File: config.mk
export PLATFORM = sky130hd
export DESIGN_NAME = seq_alu
export DESIGN_NICKNAME = d
export VERILOG_FILES = /design/src/rtl/alu_pkg.sv /design/src/rtl/mdu_iter.sv /design/src/rtl/seq_alu.sv
export SDC_FILE = /design/constraint.sdc
export NUM_CORES = 1
export LEC_CHECK = 0
export BUFFER_PORTS_ARGS = -buffer_cell sky130_fd_sc_hd__clkbuf_2
export CORE_MARGIN = 5
export CORE_UTILIZATION = 63
export CTS_BUF_LIST = sky130_fd_sc_hd__clkbuf_8
export CTS_CLUSTER_DIAMETER = 150
export DETAILED_ROUTE_END_ITERATION = 8
export PLACE_DENSITY = 0.8
export SYNTH_ARGS = -nofsm -noshare
export SYNTH_HDL_FRONTEND = slang
export SYNTH_SLANG_ARGS = --single-unit
File: constraint.sdc
create_clock -name clk -period 3.8 [get_ports clk]
set_input_delay 0 -clock clk [delete_from_list [all_inputs] [get_ports clk]]
set_output_delay 0 -clock clk [all_outputs]
set_load 0.01 [all_outputs]
File: src/rtl/alu_pkg.sv
// Shared definitions for the sequential ALU: opcode encodings, control width
// and the FSM state type.
package alu_pkg;

  localparam int CTR_W = 4;

  localparam logic [CTR_W-1:0] OP_AND   = 4'b0000;
  localparam logic [CTR_W-1:0] OP_OR    = 4'b0001;
  localparam logic [CTR_W-1:0] OP_ADD   = 4'b0010;
  localparam logic [CTR_W-1:0] OP_MULTU = 4'b0011;
  localparam logic [CTR_W-1:0] OP_DIVU  = 4'b0100;
  localparam logic [CTR_W-1:0] OP_SUB   = 4'b0110;
  localparam logic [CTR_W-1:0] OP_SLT   = 4'b0111;
  localparam logic [CTR_W-1:0] OP_NOR   = 4'b1100;

  typedef enum logic [1:0] {
    ST_IDLE = 2'd0,
    ST_MUL  = 2'd1,
    ST_DIV  = 2'd2,
    ST_DONE = 2'd3
  } state_t;

endpackage

File: src/rtl/mdu_iter.sv
// Iterative unsigned multiply (shift-add) and divide (restoring), one step per
// cycle, WIDTH steps per operation.
module mdu_iter #(
  parameter int WIDTH = 32
) (
  input  logic             clk,
  input  logic             reset,
  input  logic             start,
  input  logic             mode,
  input  logic [WIDTH-1:0] op_a,
  input  logic [WIDTH-1:0] op_b,
  output logic             done,
  output logic [WIDTH-1:0] hi,
  output logic [WIDTH-1:0] lo
);

  localparam int CNT_W = $clog2(WIDTH);

  logic             busy_q;
  logic             mode_q;
  logic [CNT_W-1:0] cnt_q;
  logic [WIDTH-1:0] hi_q, lo_q, b_q;
  logic [WIDTH-1:0] hi_d, lo_d;
  logic [WIDTH:0]   sum, shifted, diff;

  // Multiply: hi:lo holds partial product over the shrinking multiplier.
  // Divide: hi is the running remainder, lo shifts dividend out / quotient in.
  always_comb begin
    sum     = {1'b0, hi_q} + (lo_q[0] ? {1'b0, b_q} : '0);
    shifted = {hi_q, lo_q[WIDTH-1]};
    diff    = shifted - {1'b0, b_q};
    if (mode_q) begin
      if (!diff[WIDTH]) begin
        hi_d = diff[WIDTH-1:0];
        lo_d = {lo_q[WIDTH-2:0], 1'b1};
      end else begin
        hi_d = shifted[WIDTH-1:0];
        lo_d = {lo_q[WIDTH-2:0], 1'b0};
      end
    end else begin
      hi_d = sum[WIDTH:1];
      lo_d = {sum[0], lo_q[WIDTH-1:1]};
    end
  end

  // The final step's result is handed out combinationally so the caller can
  // register it on the same edge that completes the iteration.
  assign done = busy_q && (cnt_q == CNT_W'(WIDTH-1));
  assign hi   = hi_d;
  assign lo   = lo_d;

  always_ff @(posedge clk or posedge reset) begin
    if (reset) begin
      busy_q <= 1'b0;
      cnt_q  <= '0;
    end else if (start) begin
      busy_q <= 1'b1;
      cnt_q  <= '0;
    end else if (busy_q) begin
      cnt_q <= cnt_q + 1'b1;
      if (done) busy_q <= 1'b0;
    end
  end

  always_ff @(posedge clk) begin
    if (start) begin
      hi_q   <= '0;
      lo_q   <= op_a;
      b_q    <= op_b;
      mode_q <= mode;
    end else if (busy_q) begin
      hi_q <= hi_d;
      lo_q <= lo_d;
    end
  end

endmodule

File: src/rtl/seq_alu.sv
// Registered MIPS-style ALU with valid/ready handshake; single-cycle logic ops
// plus iterative MULTU/DIVU that stall the requester through in_ready.
module seq_alu #(
  parameter int WIDTH = 32,
  parameter int CTR_W = 4
) (
  input  logic             clk,
  input  logic             reset,
  input  logic             in_valid,
  output logic             in_ready,
  input  logic [CTR_W-1:0] aluCtr,
  input  logic [WIDTH-1:0] input1,
  input  logic [WIDTH-1:0] input2,
  output logic             out_valid,
  input  logic             out_ready,
  output logic [WIDTH-1:0] aluRes,
  output logic [WIDTH-1:0] aluResHi,
  output logic             zero,
  output logic             out_err
);

  import alu_pkg::*;

  state_t           state_q;
  logic [WIDTH-1:0] res_q, resh_q;
  logic             zero_q, err_q, divz_q;

  logic             accept, is_mul, is_div, sc_legal;
  logic [WIDTH-1:0] sc_res;
  logic             mdu_start, mdu_done;
  logic [WIDTH-1:0] mdu_hi, mdu_lo;

  assign in_ready  = (state_q == ST_IDLE) || ((state_q == ST_DONE) && out_ready);
  assign accept    = in_valid && in_ready;
  assign is_mul    = (aluCtr == OP_MULTU);
  assign is_div    = (aluCtr == OP_DIVU);
  assign mdu_start = accept && (is_mul || is_div);

  always_comb begin
    sc_res   = '0;
    sc_legal = 1'b1;
    case (aluCtr)
      OP_AND:   sc_res = input1 & input2;
      OP_OR:    sc_res = input1 | input2;
      OP_ADD:   sc_res = input1 + input2;
      OP_SUB:   sc_res = input1 - input2;
      OP_SLT:   sc_res = {{(WIDTH-1){1'b0}}, ($signed(input1) < $signed(input2))};
      OP_NOR:   sc_res = ~(input1 | input2);
      OP_MULTU: sc_res = '0;
      OP_DIVU:  sc_res = '0;
      default:  sc_legal = 1'b0;
    endcase
  end

  mdu_iter #(.WIDTH(WIDTH)) u_mdu (
    .clk   (clk),
    .reset (reset),
    .start (mdu_start),
    .mode  (is_div),
    .op_a  (input1),
    .op_b  (input2),
    .done  (mdu_done),
    .hi    (mdu_hi),
    .lo    (mdu_lo)
  );

  always_ff @(posedge clk or posedge reset) begin
    if (reset) begin
      state_q <= ST_IDLE;
      res_q   <= '0;
      resh_q  <= '0;
      zero_q  <= 1'b1;
      err_q   <= 1'b0;
      divz_q  <= 1'b0;
    end else begin
      case (state_q)
        ST_IDLE, ST_DONE: begin
          if (accept) begin
            if (is_mul) begin
              state_q <= ST_MUL;
            end else if (is_div) begin
              state_q <= ST_DIV;
              divz_q  <= (input2 == '0);
            end else begin
              state_q <= ST_DONE;
              res_q   <= sc_res;
              resh_q  <= '0;
              zero_q  <= (sc_res == '0);
              err_q   <= ~sc_legal;
            end
          end else if ((state_q == ST_DONE) && out_ready) begin
            state_q <= ST_IDLE;
          end
        end
        ST_MUL, ST_DIV: begin
          if (mdu_done) begin
            state_q <= ST_DONE;
            res_q   <= mdu_lo;
            resh_q  <= mdu_hi;
            zero_q  <= (mdu_lo == '0);
            err_q   <= (state_q == ST_DIV) && divz_q;
          end
        end
        default: state_q <= ST_IDLE;
      endcase
    end
  end

  assign out_valid = (state_q == ST_DONE);
  assign aluRes    = res_q;
  assign aluResHi  = resh_q;
  assign zero      = zero_q;
  assign out_err   = err_q;

endmodule

==> reports/results.tsv, run 1 <==
stage	metric	value	unit
drt	WL final	66.7	mm
global_routing	total track usage	41.3	%
place	I/O Buffers	139	
logic_synthesis	Syn Nets	2418	
pwr	Internal	6.77	mW
die	# IOs	140	
clock_tree	clk buf depth	2	
clock_tree	Skew-Pair Late Insertion Delay	0.49	ns
critical_path	Critical Path Start	u_mdu.lo_q[31]	
clock_tree	Reg clk slew, reported paths	0.10	ns
drt	1st-pass router iterations	8	
critical_path	Critical Path End	aluResHi[27]	
run_status	status	finished, final reports clean	
logic_synthesis	top cells by area, synth	ha_1 (13%), edfxtp_1 (11%), dfrtp_1 (11%)	
logic_synthesis	yosys warns	0	
layout	Area Overhead vs Synth	15.8	%
sta	Worst-Margin Slew	0.978	ns
place	placed cells	2614	
logic_synthesis	Main synth FF type	dfrtp_1	
layout	most common cell after layout, fill and taps aside	a21oi_1	
sta	Slew Viols, Final	0	
logic_synthesis	post-synthesis sequential area ratio	25.9	%
die	# rows	60	
layout	commonest cells after routing, fill and taps aside	a21oi_1 (205), nor2_1 (202), ha_1 (176)	
drt	drt via density	7.07	
layout	share of cells above drive strength 1	14.5	%
critical_path	worst reg2reg path depth	15	
die	die height	175	µm
worst_hold_path	HP Start	input1[10]	
critical_path	Worst Setup Path Type	flip-flop to flip-flop	
logic_synthesis	Mapped Cells	2165	
flow_run	Max-cap violations	0	
critical_path	Setup crit start kind	flip-flop	
pwr	Worst IR Drop VDD	0.000302	V
sta	Final period util	99.2	%
sta	clock skew	0.0222	ns
worst_hold_path	Min-Delay Path Class	input port to flip-flop	
logic_synthesis	post-synth top area share	12.8	%
sta	crit path time final	3.77	ns
global_routing	largest net degree at the start of global routing	66	
die	DIE AREA	30800	µm²
pwr	pwr dens	667	nW/µm²
clock_tree	clock sinks	172	
logic_synthesis	Post-synth EDFFs	65	
logic_synthesis	synth unique cells	97	
pwr	Gate power share	63.8	%
pwr	power consumption	13.3	mW
pwr	switching power	6.55	mW
global_routing	first-pass GRT wire length	101	mm
critical_path	Req. time, crit path	4.22	ns
critical_path	Worst R2R End	aluResHi[27]	
sta	Final setup viols	0	
critical_path	worst r2r src	u_mdu.lo_q[31]	
drt	via count	19200	
logic_synthesis	Mean Syn Cell Area	7.96	µm²
pwr	Lkg Pwr	9.10	nW
pwr	Clock power frac	10.3	%
critical_path	worst-path maximum fanout	4	
sta	FMAX	265	MHz
place	DP Wirelength	48.1	mm
clock_tree	cts bufs inserted	17	
critical_path	Arr. time, crit path	4.19	ns
drt	Remaining DRCs	0	
die	Core Area	27000	µm²
die	Die Wd	175	µm
pwr	Sequential Power Share	25.9	%
critical_path	Critical Path End Type	flip-flop	
sta	final hold viol count	0	
logic_synthesis	cell taking the most area after synthesis	ha_1	
global_routing	initial antenna violation count	1	
drt	drt wl/cell	24.5	µm
critical_path	R2R Setup Slk	0.03	ns
logic_synthesis	synthesized area	17200	µm²
sta	unrepaired setup endpoints after global routing	true	
sta	Rel. slew slack	34.7	%
clock_tree	root buffer cell	clkbuf_8	
clock_tree	htree depth	4	
drt	initial DRC count	2836	
logic_synthesis	FF+latch count, synth	172	
global_routing	vias in the first global route	18200	
layout	Nets	2619	
pwr	sw frac	49.2	%
die	initial core utilization	64.0	%
logic_synthesis	Synth async-reset ratio	43.6	%
drt	Antenna Violating Nets Remaining	0	
place	gpl congestion	1.03	
clock_tree	CTS tree	yes	
layout	final std cells w/o fill	2721	
global_routing	gr ovfl total	0	
[worst max-delay path, cell delays in order, from the launching register on]
cell	delay (ns)
edfxtp_1	0.43
inv_2	0.10
ha_4	0.14
fa_2	0.20
nor2b_2	0.04
o31a_1	0.30
o31a_1	0.34
o21ai_2	0.22
o21ai_4	0.12
a211oi_4	0.37
nor4_4	0.10
o31a_1	0.34
buf_6	0.15
or4_4	0.52
a31oi_4	0.18
a22o_1	0.14
[worst min-delay path by stage]
stage                           endpoint  slack (ns)  cells after the start
final                     u_mdu.lo_q[10]        0.02                      3
after detailed placement      aluRes[25]        0.23                      2
after CTS                 u_mdu.lo_q[27]       0.008                      3
after global placement        aluRes[28]        0.22                      2
after global routing      u_mdu.lo_q[15]        0.05                      3
after floorplan             u_mdu.b_q[0]         0.1                      0
[cells by family after synthesis]
kind of cell | Yosys count | share of synthesized area (%)
flops | 172 | 25.9
buf+inv | 285 | 6.44
mux | 44 | 2.56
compound gates | 783 | 30.9
xor+xnor | 46 | 2.34
simple gates | 654 | 18.5
fa+ha+maj | 181 | 13.3
[timing repair]
item	in CTS	in global routing
gates cloned	0	0
setup endpoints to repair	1	65
endpoints found under the hold margin	108	1
hold buffers	59	1
setup buffers	3	11
pin swaps	1	16
gates resized for setup	0	33
[routing by layer]
layer	share of wire, %	track usage, %	vias to the layer above
li1	-	-	8476
met3	12	8.80	344
met2	45	66.1	1411
met5	0.028	0	-
met1	37	51.9	8999
met4	6.6	23.7	2
[layout make-up]
class,count,area (µm²)
inverters,160,602
fillers,2090,6980
well taps,341,427
clock inverters,15,174
clock buffers,17,234
flip-flops and latches,172,4470
multi-input cells,1708,11900
repair buffers,307,2160
diodes,1,2.50
[Yosys cell counts, types with 23 or more instances]
library cell	number
a21oi_1	207
nor2_1	206
ha_1	177
inv_1	158
nand2_1	131
o21ai_0	118
clkbuf_1	100
dfrtp_1	74
edfxtp_1	65
nand3_1	61
and2_1	46
mux2i_1	43
a21o_1	42
nor3_1	41
o31ai_1	39
a31oi_1	36
nand4_1	35
xnor2_1	35
a211oi_1	33
nor4_1	33
dfxtp_1	32
a221oi_1	26
o21ai_1	23
o21bai_1	23
[per-stage QoR]
| step | area (µm²) | hold slack (ns) | TNS, ns | util, % | setup WS [ns] |
|---|---|---|---|---|---|
| final | 20000 | 0.0241 | 0 | 74.1 | 0.0301 |
| after CTS | 19700 | 0.00839 | 0 | 73.1 | 0.0221 |
| after floorplan | 17200 | 0.0989 | 0 | - | 0.437 |
| after global routing | 20000 | 0.0456 | -0.482 | 74.1 | -0.0738 |
| after global placement | 18700 | 0.217 | 0 | 69.3 | 0.0489 |
| after detailed placement | 18700 | 0.230 | -0.0604 | 69.3 | -0.0604 |
[power by group through the flow]
stage	logic (mW)	registers [mW]	clock network [mW]
global placement	7.68	3.39	0
detailed placement	7.88	3.40	0
global route	9.17	3.48	1.45
CTS	8.00	3.38	1.36
floorplan	5.45	3.30	0
finish	8.50	3.45	1.37
[flip-flops by register name, summed over array words and instances, names as in the netlist]
| signal | cells |
|---|---|
| out_err | 1 |
| u_mdu.mode_q | 1 |
| u_mdu.lo_q | 32 |
| aluResHi | 32 |
| u_mdu.b_q | 32 |
| u_mdu.busy_q | 1 |
| u_mdu.cnt_q | 5 |
| u_mdu.hi_q | 32 |
| state_q | 2 |
| zero | 1 |
| divz_q | 1 |
| aluRes | 32 |
(Power assumes the default switching activity.)
==> run 2, diff against run 1 <==
CORE_UTILIZATION = 35   (was 63)
PLACE_DENSITY = 0.48   (was 0.8)
==> run 2 against run 1 <==
Compared with the run above:
- worst hold slack gained 0.012 ns
- sequential power is essentially flat
- sequential cell count is the same
- clock skew shrank 0.0037 ns
- first-iteration DRC count shrank 40%
- via count shrank 4.3%
- cell count grew 13%
- core utilization shrank 32 points
- maximum frequency grew 3.8%
- design area grew 3.3%
- critical path type is now input port to flip-flop
- largest power group unchanged
- highest routed layer is now met4
==> reports/results.tsv, run 2 (synthesis gave the netlist of run 1 again) <==
stage	metric	value	unit
place	dpl ws	-0.0909	ns
critical_path	Worst Setup Path Type	input port to flip-flop	
clock_tree	clk buf depth	2	
critical_path	Critical Path End Type	flip-flop	
run_status	status	finished, final reports clean	
flow_run	Max-cap violations	0	
pwr	Gate power share	64.3	%
pwr	Sequential Power Share	25.3	%
layout	ant diodes	0	
critical_path	worst-path maximum fanout	3	
drt	via count	18400	
die	# IOs	140	
sta	Final period util	95.5	%
clock_tree	cts bufs inserted	17	
critical_path	Worst path max stage delay	0.53	ns
global_routing	vias in the first global route	18200	
die	# rows	81	
pwr	pwr dens	656	nW/µm²
critical_path	Req. time, crit path	4.25	ns
clock_tree	Reg clk slew, reported paths	0.11	ns
layout	most common cell after layout, fill and taps aside	a21oi_1	
sta	Rel. slew slack	26.6	%
pwr	switching power	6.76	mW
sta	Worst-Margin Slew	1.09	ns
clock_tree	clock sinks	172	
layout	share of cells above drive strength 1	16.1	%
layout	# fillers	5098	
drt	Remaining DRCs	0	
drt	drt wl/cell	24.5	µm
worst_hold_path	Min-Delay Path Class	input port to flip-flop	
die	DIE AREA	53800	µm²
pwr	Lkg Pwr	9.26	nW
clock_tree	root buffer cell	clkbuf_8	
drt	drt via density	5.96	
drt	initial DRC count	1708	
die	initial core utilization	35.3	%
pwr	Clock power frac	10.3	%
layout	commonest cells after routing, fill and taps aside	a21oi_1 (205), nor2_1 (202), ha_1 (174)	
global_routing	first-pass GRT wire length	113	mm
drt	1st-pass router iterations	6	
sta	FMAX	275	MHz
clock_tree	Skew-Pair Late Insertion Delay	0.52	ns
die	Core Area	48800	µm²
pwr	Internal	6.78	mW
layout	Area Overhead vs Synth	19.6	%
critical_path	Setup crit start kind	input port	
global_routing	initial antenna violation count	1	
sta	worst setup margin	0.169	ns
critical_path	Slowest-stage cell, CP	dlygate4sd3_1	
clock_tree	CTS tree	yes	
global_routing	total track usage	27.2	%
global_routing	largest net degree at the start of global routing	48	
clock_tree	htree depth	4	
sta	crit path time final	3.63	ns
place	gpl congestion	0.987	
sta	Slew Viols, Final	0	
drt	WL final	75.6	mm
sta	Final setup viols	0	
sta	final hold viol count	0	
pwr	sw frac	49.9	%
critical_path	worst path cell trace	dlygate4sd3_1 -> clkbuf_2 -> buf_4 -> fa_1 -> o21bai_2 -> a21oi_1 -> a21boi_2 -> o211ai_1 -> o211a_1 -> and2_1 -> o41ai_1 -> mux2_2 -> nor4b_2 -> nand4_1 -> o31ai_2	
drt	Antenna Violating Nets Remaining	0	
die	Die Wd	232	µm
place	DP Wirelength	58.3	mm
layout	Nets	2664	
sta	Hold Slack	0.0363	ns
pwr	Worst IR Drop VDD	0.000322	V
critical_path	Arr. time, crit path	4.08	ns
die	die height	232	µm
place	I/O Buffers	139	
sta	clock skew	0.0185	ns
global_routing	gr ovfl total	0	
## run 2: power groups by stage
stage	clock [mW]	combinational (mW)	sequential (mW)
after floorplan	0	5.45	3.30
after global placement	0	8.44	3.45
after detailed placement	0	8.49	3.44
after CTS	1.42	8.57	3.41
after global routing	1.49	9.52	3.49
final	1.40	8.71	3.43
## run 2: cell type report
| cell class | instances | area, µm² | area share [%] |
|---|---|---|---|
| multi-input cells | 1708 | 11900 | 57.5 |
| flip-flops and latches | 172 | 4470 | 21.7 |
| repair buffers | 352 | 2470 | 12.0 |
| well taps | 664 | 831 | 4.03 |
| inverters | 160 | 602 | 2.92 |
| clock buffers | 18 | 248 | 1.20 |
| clock inverters | 14 | 154 | 0.746 |
## run 2: final timing paths
path,from,to,slack [ns],cells past startpoint
worst max register to register,u_mdu.lo_q[0],aluResHi[30],0.18,15
min in group asynchronous,reset,aluRes[24],0.12,3
worst max-delay path,input2[1],zero,0.17,15
worst min-delay path,in_valid,state_q[0],0.04,4
max in group asynchronous,reset,aluResHi[5],2.54,4
worst min register to register,aluResHi[9],aluResHi[9],0.49,2
## run 2: repair_timing
| item | in CTS | in global routing |
|---|---|---|
| hold buffers | 63 | 1 |
| pin swaps | 0 | 8 |
| endpoints found under the hold margin | 98 | 1 |
| setup endpoints to repair | 3 | 58 |
| resized for setup | 1 | 26 |
| buffers inserted | 0 | 4 |
## run 2: metrics by stage
step / instances / utilization, % / TNS, ns / power (mW) / instance area (µm²)
after floorplan: 2165 / - / 0 / 8.75 / 17200
after global placement: 2988 / 39.8 / -0.0414 / 11.9 / 19400
after detailed placement: 2988 / 39.8 / -0.0911 / 11.9 / 19400
after CTS: 3083 / 41.9 / 0 / 13.4 / 20500
after global routing: 3088 / 42.2 / -0.0629 / 14.5 / 20600
final: 3088 / 42.2 / 0 / 13.5 / 20600
## run 2: per-layer routing
metal	routed length, µm	GRT usage (%)	vias to the layer above
met3	4690	3.25	140
met5	0	0	-
li1	-	-	8569
met1	32400	35.6	8978
met4	2910	10.2	0
met2	35600	46.0	725
## run 2: critical path: cells and delay by family
family,cells,cell delay [ns]
buffers and inverters,3,0.84
AO/OA/AOI/OAI,7,1.73
AND/OR/NAND/NOR,3,0.64
adder cells (fa/ha/maj),1,0.46
multiplexers,1,0.41
